## src/rtl/cndm_micro_tx_desc_proc.sv

```systemverilog
// TX descriptor processor: fetches one descriptor at a time, issues the
// packet-data DMA read, waits for its status and emits a completion.
// An empty-queue response parks the block in a polling holdoff.
module cndm_micro_tx_desc_proc #(
    parameter int MAX_LEN  = 2048,
    parameter int POLL_DLY = 64,
    parameter int TAG_W    = 8
) (
    input  logic             clk,
    input  logic             rst,
    input  logic             enable,

    output logic             desc_req,

    input  logic [127:0]     s_axis_desc_tdata,
    input  logic             s_axis_desc_tvalid,
    output logic             s_axis_desc_tready,
    input  logic             s_axis_desc_tlast,
    input  logic             s_axis_desc_tuser,

    output logic [63:0]      m_dma_req_addr,
    output logic [15:0]      m_dma_req_len,
    output logic [TAG_W-1:0] m_dma_req_tag,
    output logic             m_dma_req_valid,
    input  logic             m_dma_req_ready,

    input  logic [TAG_W-1:0] s_dma_sts_tag,
    input  logic [3:0]       s_dma_sts_error,
    input  logic             s_dma_sts_valid,

    output logic [15:0]      m_cpl_len,
    output logic [TAG_W-1:0] m_cpl_tag,
    output logic [3:0]       m_cpl_error,
    output logic             m_cpl_valid,
    input  logic             m_cpl_ready,

    output logic             busy
);

    typedef enum logic [2:0] {
        IDLE,
        WAIT_DESC,
        DROP,
        DMA_REQ,
        DMA_WAIT,
        CPL,
        HOLDOFF
    } state_t;

    // Counter only needs to hold POLL_DLY-1.
    localparam int                HOLD_W      = (POLL_DLY > 1) ? $clog2(POLL_DLY) : 1;
    localparam logic [HOLD_W-1:0] HOLD_LOAD   = HOLD_W'(POLL_DLY - 1);
    localparam logic [16:0]       MAX_LEN_EXT = 17'(MAX_LEN);

    localparam logic [3:0] ERR_ZERO_LEN = 4'h1;
    localparam logic [3:0] ERR_OVER_LEN = 4'h2;

    state_t            state;
    logic [TAG_W-1:0]  tag_cnt;
    logic [TAG_W-1:0]  cur_tag;
    logic [HOLD_W-1:0] hold_cnt;
    logic [15:0]       desc_len;
    logic [63:0]       desc_addr;
    logic              desc_tuser;
    logic [3:0]        cpl_error;

    // Descriptor verdict: next state and completion error for the beat being evaluated
    state_t            eval_state;
    logic [3:0]        eval_err;
    logic [15:0]       eval_len;
    logic              eval_tuser;

    // Bytes 0-3 and tdata[63:48] carry nothing this block uses.
    logic unused_tdata;
    assign unused_tdata = ^{s_axis_desc_tdata[63:48], s_axis_desc_tdata[31:0]};

    // Classify the descriptor: a single-beat descriptor is judged straight off the
    // bus, a multi-beat one from the fields latched on its first beat
    always_comb begin
        // NOTE: every always_comb output gets a default first so no path can infer a latch.
        eval_len   = desc_len;
        eval_tuser = desc_tuser;
        eval_state = DMA_REQ;
        eval_err   = 4'h0;

        if (state == WAIT_DESC) begin
            eval_len   = s_axis_desc_tdata[47:32];
            eval_tuser = s_axis_desc_tuser;
        end

        if (eval_tuser) begin
            eval_state = HOLDOFF;
        end else if (eval_len == 16'd0) begin
            eval_state = CPL;
            eval_err   = ERR_ZERO_LEN;
        end else if ({1'b0, eval_len} > MAX_LEN_EXT) begin
            eval_state = CPL;
            eval_err   = ERR_OVER_LEN;
        end
    end

    // Main sequencer: one descriptor in flight, from request through completion
    always_ff @(posedge clk) begin
        // NOTE: state registers use non-blocking assignments so every register samples pre-edge values.
        if (rst) begin
            state      <= IDLE;
            tag_cnt    <= '0;
            cur_tag    <= '0;
            hold_cnt   <= '0;
            desc_len   <= '0;
            desc_addr  <= '0;
            desc_tuser <= 1'b0;
            cpl_error  <= '0;
        end else begin
            case (state)
                IDLE: begin
                    if (enable) begin
                        state <= WAIT_DESC;
                    end
                end

                WAIT_DESC: begin
                    if (s_axis_desc_tvalid && s_axis_desc_tready) begin
                        desc_len   <= s_axis_desc_tdata[47:32];
                        desc_addr  <= s_axis_desc_tdata[127:64];
                        desc_tuser <= s_axis_desc_tuser;
                        if (s_axis_desc_tlast) begin
                            state     <= eval_state;
                            cur_tag   <= tag_cnt;
                            cpl_error <= eval_err;
                            if (eval_state == HOLDOFF) begin
                                hold_cnt <= HOLD_LOAD;
                            end
                        end else begin
                            state <= DROP;
                        end
                    end
                end

                DROP: begin
                    if (s_axis_desc_tvalid && s_axis_desc_tready && s_axis_desc_tlast) begin
                        state     <= eval_state;
                        cur_tag   <= tag_cnt;
                        cpl_error <= eval_err;
                        if (eval_state == HOLDOFF) begin
                            hold_cnt <= HOLD_LOAD;
                        end
                    end
                end

                DMA_REQ: begin
                    if (m_dma_req_ready) begin
                        tag_cnt <= tag_cnt + TAG_W'(1);
                        state   <= DMA_WAIT;
                    end
                end

                DMA_WAIT: begin
                    if (s_dma_sts_valid && (s_dma_sts_tag == cur_tag)) begin
                        cpl_error <= s_dma_sts_error;
                        state     <= CPL;
                    end
                end

                CPL: begin
                    if (m_cpl_ready) begin
                        state <= IDLE;
                    end
                end

                HOLDOFF: begin
                    if (hold_cnt == '0) begin
                        state <= IDLE;
                    end else begin
                        hold_cnt <= hold_cnt - HOLD_W'(1);
                    end
                end

                default: state <= IDLE;
            endcase
        end
    end

    // Output decode: handshake flags follow the state register; payload is held in registers
    assign desc_req           = (state == IDLE) && enable && !rst;
    assign s_axis_desc_tready = (state == WAIT_DESC) || (state == DROP);
    assign m_dma_req_valid    = (state == DMA_REQ);
    assign m_cpl_valid        = (state == CPL);
    assign busy               = (state != IDLE) && (state != HOLDOFF);

    assign m_dma_req_addr = desc_addr;
    assign m_dma_req_len  = desc_len;
    assign m_dma_req_tag  = cur_tag;

    assign m_cpl_len   = desc_len;
    assign m_cpl_tag   = cur_tag;
    assign m_cpl_error = cpl_error;

endmodule
```

## config.mk

```make
export PLATFORM = sky130hd
export DESIGN_NAME = cndm_micro_tx_desc_proc
export DESIGN_NICKNAME = d
export VERILOG_FILES = /design/src/rtl/cndm_micro_tx_desc_proc.sv
export SDC_FILE = /design/constraint.sdc
export NUM_CORES = 1
export LEC_CHECK = 0
export BUFFER_PORTS_ARGS = -buffer_cell sky130_fd_sc_hd__buf_2
export CORE_MARGIN = 5
export CORE_UTILIZATION = 40
export DETAILED_ROUTE_END_ITERATION = 16
export HOLD_SLACK_MARGIN = 0.08
export PLACE_DENSITY = 0.8
export SYNTH_ARGS = -nofsm -noshare
export SYNTH_HDL_FRONTEND = slang
export SYNTH_SLANG_ARGS = --single-unit
```

## constraint.sdc

```tcl
create_clock -name clk -period 1.6 [get_ports clk]
set_input_delay 0.16 -clock clk [delete_from_list [all_inputs] [get_ports clk]]
set_output_delay 0.16 -clock clk [all_outputs]
set_load 0.01 [all_outputs]
```

==> run metrics <==
run status finished, violations left; failing checks negative setup slack; All-Layer GR Usage 22.5%; clock group share of total power 21.5%; Leakage 3.51 nW; Psw 0.00338 W; pin count of the biggest net entering global routing 101; Fmax achieved 599 MHz; Data arrival, critical path 1.95 ns; Initial Util 41.1%; main combinational cell family by area after synthesis simple AND/OR/NAND/NOR gates; WS Path Type flip-flop to flip-flop; slew margin rel. 60.1%; syn nets 733; Residual DRC 0; CTS Buf Count 9; final max-slew violation count 0; WP data required 1.88 ns; Critical Path Sink Type flip-flop; Avg Cell Area, Syn 8.15 sq um; Internal Power 0.00623 W; clk sinks 110; Antenna Cells 0; vias in the first global route 5191; EDFF count, synth 0; Syn Std Cell Area 4740 sq um; commonest non-fill, non-tap cells in the layout buf_2, nand2_1, dfxtp_1; fraction of layout cells with a size suffix above 1 39.0%; final-layout fill cell count 858; CTS root buffer clkbuf_16; worst IR drop on VDD 0.844 mV; post-synthesis mux area share 2.32%; final worst-path cycle share 104%; async set-reset flop share out of synthesis 0%; Setup Viol. Count Final 77; WL/cell 16.9 um; Core Rows 39; initial antenna violation count 0; CTS tree built; register area share after synthesis 46.5%; worst slew pin tran 0.593 ns; type of the worst min-delay path input pin to flip-flop; most used flip-flop cell after synthesis dfxtp_1; Iter 0 DRT Violations 440; Synth Area in Simple Gates 23.7%; hold path depth 3; Routability Congestion 0.945; Synth Area in Compound Gates 13.8%; Crit Path Max Fanout 4; setup ws final -0.0692 ns; Power Density 1250 nW/um^2; post-synthesis adder-cell area fraction 0.793%; commonest non-fill, non-tap cell in the layout buf_2; Synth Register Bits 110; pre-CTS WS -0.170 ns; post-layout min period 1.67 ns; Yosys cell types 54; Core Util, Final 66.8%; worst hold endpoint m_cpl_len[13]$_SDFFE_PP0P_; die area 14100 sq um; drt pass-1 iters 5; Sw Ratio 35.2%; Worst R2R Setup Slack -0.07 ns; Critical R2R Launch state[1]$_SDFFE_PP0P_; dpl hpwl 10.1 mm; YS warnings 0; setup_tns -1.71 ns; gr ovfl total 0; Top Ports 270; DRT Wirelength 17.8 mm; die width 119 um; Combinational Power Share 43.4%; clk buf depth 2; DP Area 6090 sq um; worst r2r dst m_cpl_error[1]$_SDFFE_PP0P_; unrepaired setup endpoints after global routing true; port buffer count 221; Clock transition at path regs 0.07 ns; Final Hold Fails 0; maxcap violations 0; R2R cell count 8; Cells after Synth 581; cell count after placement 930; via count 5398; Layout Cell Area excl Fill 7690 sq um; first-pass GRT wire length 25.8 mm; hold_sp s_axis_desc_tdata[45]; H-tree depth 3; Layout area overhead 62.4%; Clk Latency, worst-skew pair 0.34 ns; ANT nets after route 0; Worst Skew 0.00876 ns; core area 11500 sq um; Via density 5.12; Die Ht 119 um; Flop pwr share 35.1%; post-synthesis xor/xnor area fraction 4.25%; Final Non-Filler Cells 1054; Layout Nets 1058; Setup crit start kind flip-flop
==> power groups by stage <==
stage               clock network [W]  registers (W)  logic, W
floorplan                           0        0.00352   0.00179
global placement                    0        0.00336   0.00308
detailed placement                  0        0.00339   0.00312
CTS                           0.00212        0.00334   0.00354
global route                  0.00226        0.00341   0.00448
finish                        0.00207        0.00337   0.00417
==> state kept, by name, indices dropped and copies added (netlist names) <==
register        count
state               3
m_cpl_len          16
desc_tuser          1
m_cpl_error         4
hold_cnt            6
tag_cnt             8
m_dma_req_addr     64
m_cpl_tag           8
==> how the worst max path moves through the flow <==
stage | end | cells after the start | start | slack [ns]
global route | state[1]$_SDFFE_PP0P_ | 9 | state[1]$_SDFFE_PP0P_ | -0.18
CTS | m_cpl_error[1]$_SDFFE_PP0P_ | 6 | state[1]$_SDFFE_PP0P_ | -0.05
detailed placement | m_cpl_error[1]$_SDFFE_PP0P_ | 6 | state[0]$_SDFFE_PP0P_ | -0.17
floorplan | hold_cnt[1]$_SDFFE_PP0P_ | 6 | state[0]$_SDFFE_PP0P_ | 0.05
finish | m_cpl_error[1]$_SDFFE_PP0P_ | 8 | state[1]$_SDFFE_PP0P_ | -0.07
global placement | m_cpl_error[0]$_SDFFE_PP0P_ | 7 | state[1]$_SDFFE_PP0P_ | -0.11
==> area by class of cell <==
class / instances / area [sq um] / share of cell area (%)
tap: 143 / 179 / 2.33
multi-input combinational: 403 / 2300 / 29.9
timing repair buffer: 377 / 2700 / 35.1
clock buffer: 9 / 225 / 2.93
inverter: 5 / 18.8 / 0.244
sequential: 110 / 2210 / 28.8
clock inverter: 7 / 50.0 / 0.651
==> critical path: stages (launching register included) <==
cell and delay (ns):
dfxtp_4 0.37, buf_6 0.12, nor3b_4 0.27, buf_4 0.16
buf_4 0.10, nand2b_4 0.13, o22ai_2 0.11, o22ai_1 0.16
o221a_1 0.20
==> cell families after synthesis <==
family | count (synthesis)
AOI/OAI and AO/OA | 116
xor gates and xnor gates | 23
adders and majority gates | 3
buffers and inverters | 68
DFF | 110
muxes | 11
and+or+nand+nor | 250
==> per-stage QoR <==
stage / hold WS [ns] / total power, W
floorplan: 0.296 / 0.00531
global placement: 0.400 / 0.00645
detailed placement: 0.406 / 0.00651
CTS: 0.0802 / 0.00900
global route: 0.0950 / 0.0102
finish: 0.0999 / 0.00961
==> metal layers <==
| metal | up-vias | wire, um | GRT usage, % | part of all wire, % |
|---|---|---|---|---|
| li1 | 2558 | - | - | - |
| met1 | 2520 | 6800 | 24.2 | 38 |
| met2 | 269 | 9210 | 41.3 | 52 |
| met3 | 51 | 1220 | 6.35 | 6.9 |
| met4 | 0 | 545 | 9.41 | 3.1 |
| met5 | - | 0 | 0 | 0 |
==> synthesized netlist by cell type, types with 2 or more instances <==
library cell / n / area (sq um)
a21oi_1: 89 / 445
clkbuf_1: 21 / 78.8
o22ai_1: 4 / 25.0
inv_1: 5 / 18.8
nor2_1: 21 / 78.8
nor3_1: 6 / 30.0
buf_4: 35 / 263
and3_1: 4 / 25.0
xnor2_1: 17 / 149
a21o_1: 3 / 22.5
o221ai_1: 2 / 17.5
buf_2: 4 / 20.0
mux2i_1: 11 / 110
nor2b_1: 2 / 12.5
buf_6: 2 / 22.5
nor3b_1: 2 / 15.0
o21ai_0: 4 / 20.0
nand2b_1: 2 / 12.5
ha_1: 3 / 37.5
nor4_2: 2 / 25.0
nand2_1: 176 / 661
nand4_1: 3 / 18.8
nand3_1: 9 / 45.0
a31oi_1: 2 / 12.5
dfxtp_1: 110 / 2200
xor2_1: 6 / 52.6
a311oi_1: 2 / 17.5
or3b_1: 2 / 17.5
nor4_1: 7 / 43.8
==> what timing repair did <==
item / CTS / global route
setup buffers: 5 / 16
gates cloned: 0 / 6
resized for setup: 26 / 33
pin swaps: 6 / 21
endpoints found under the hold margin: 81 / 0
endpoints found under the setup margin: 87 / 99
hold buffers: 81 / 0
Note: power is estimated with default switching activity, not from simulation.
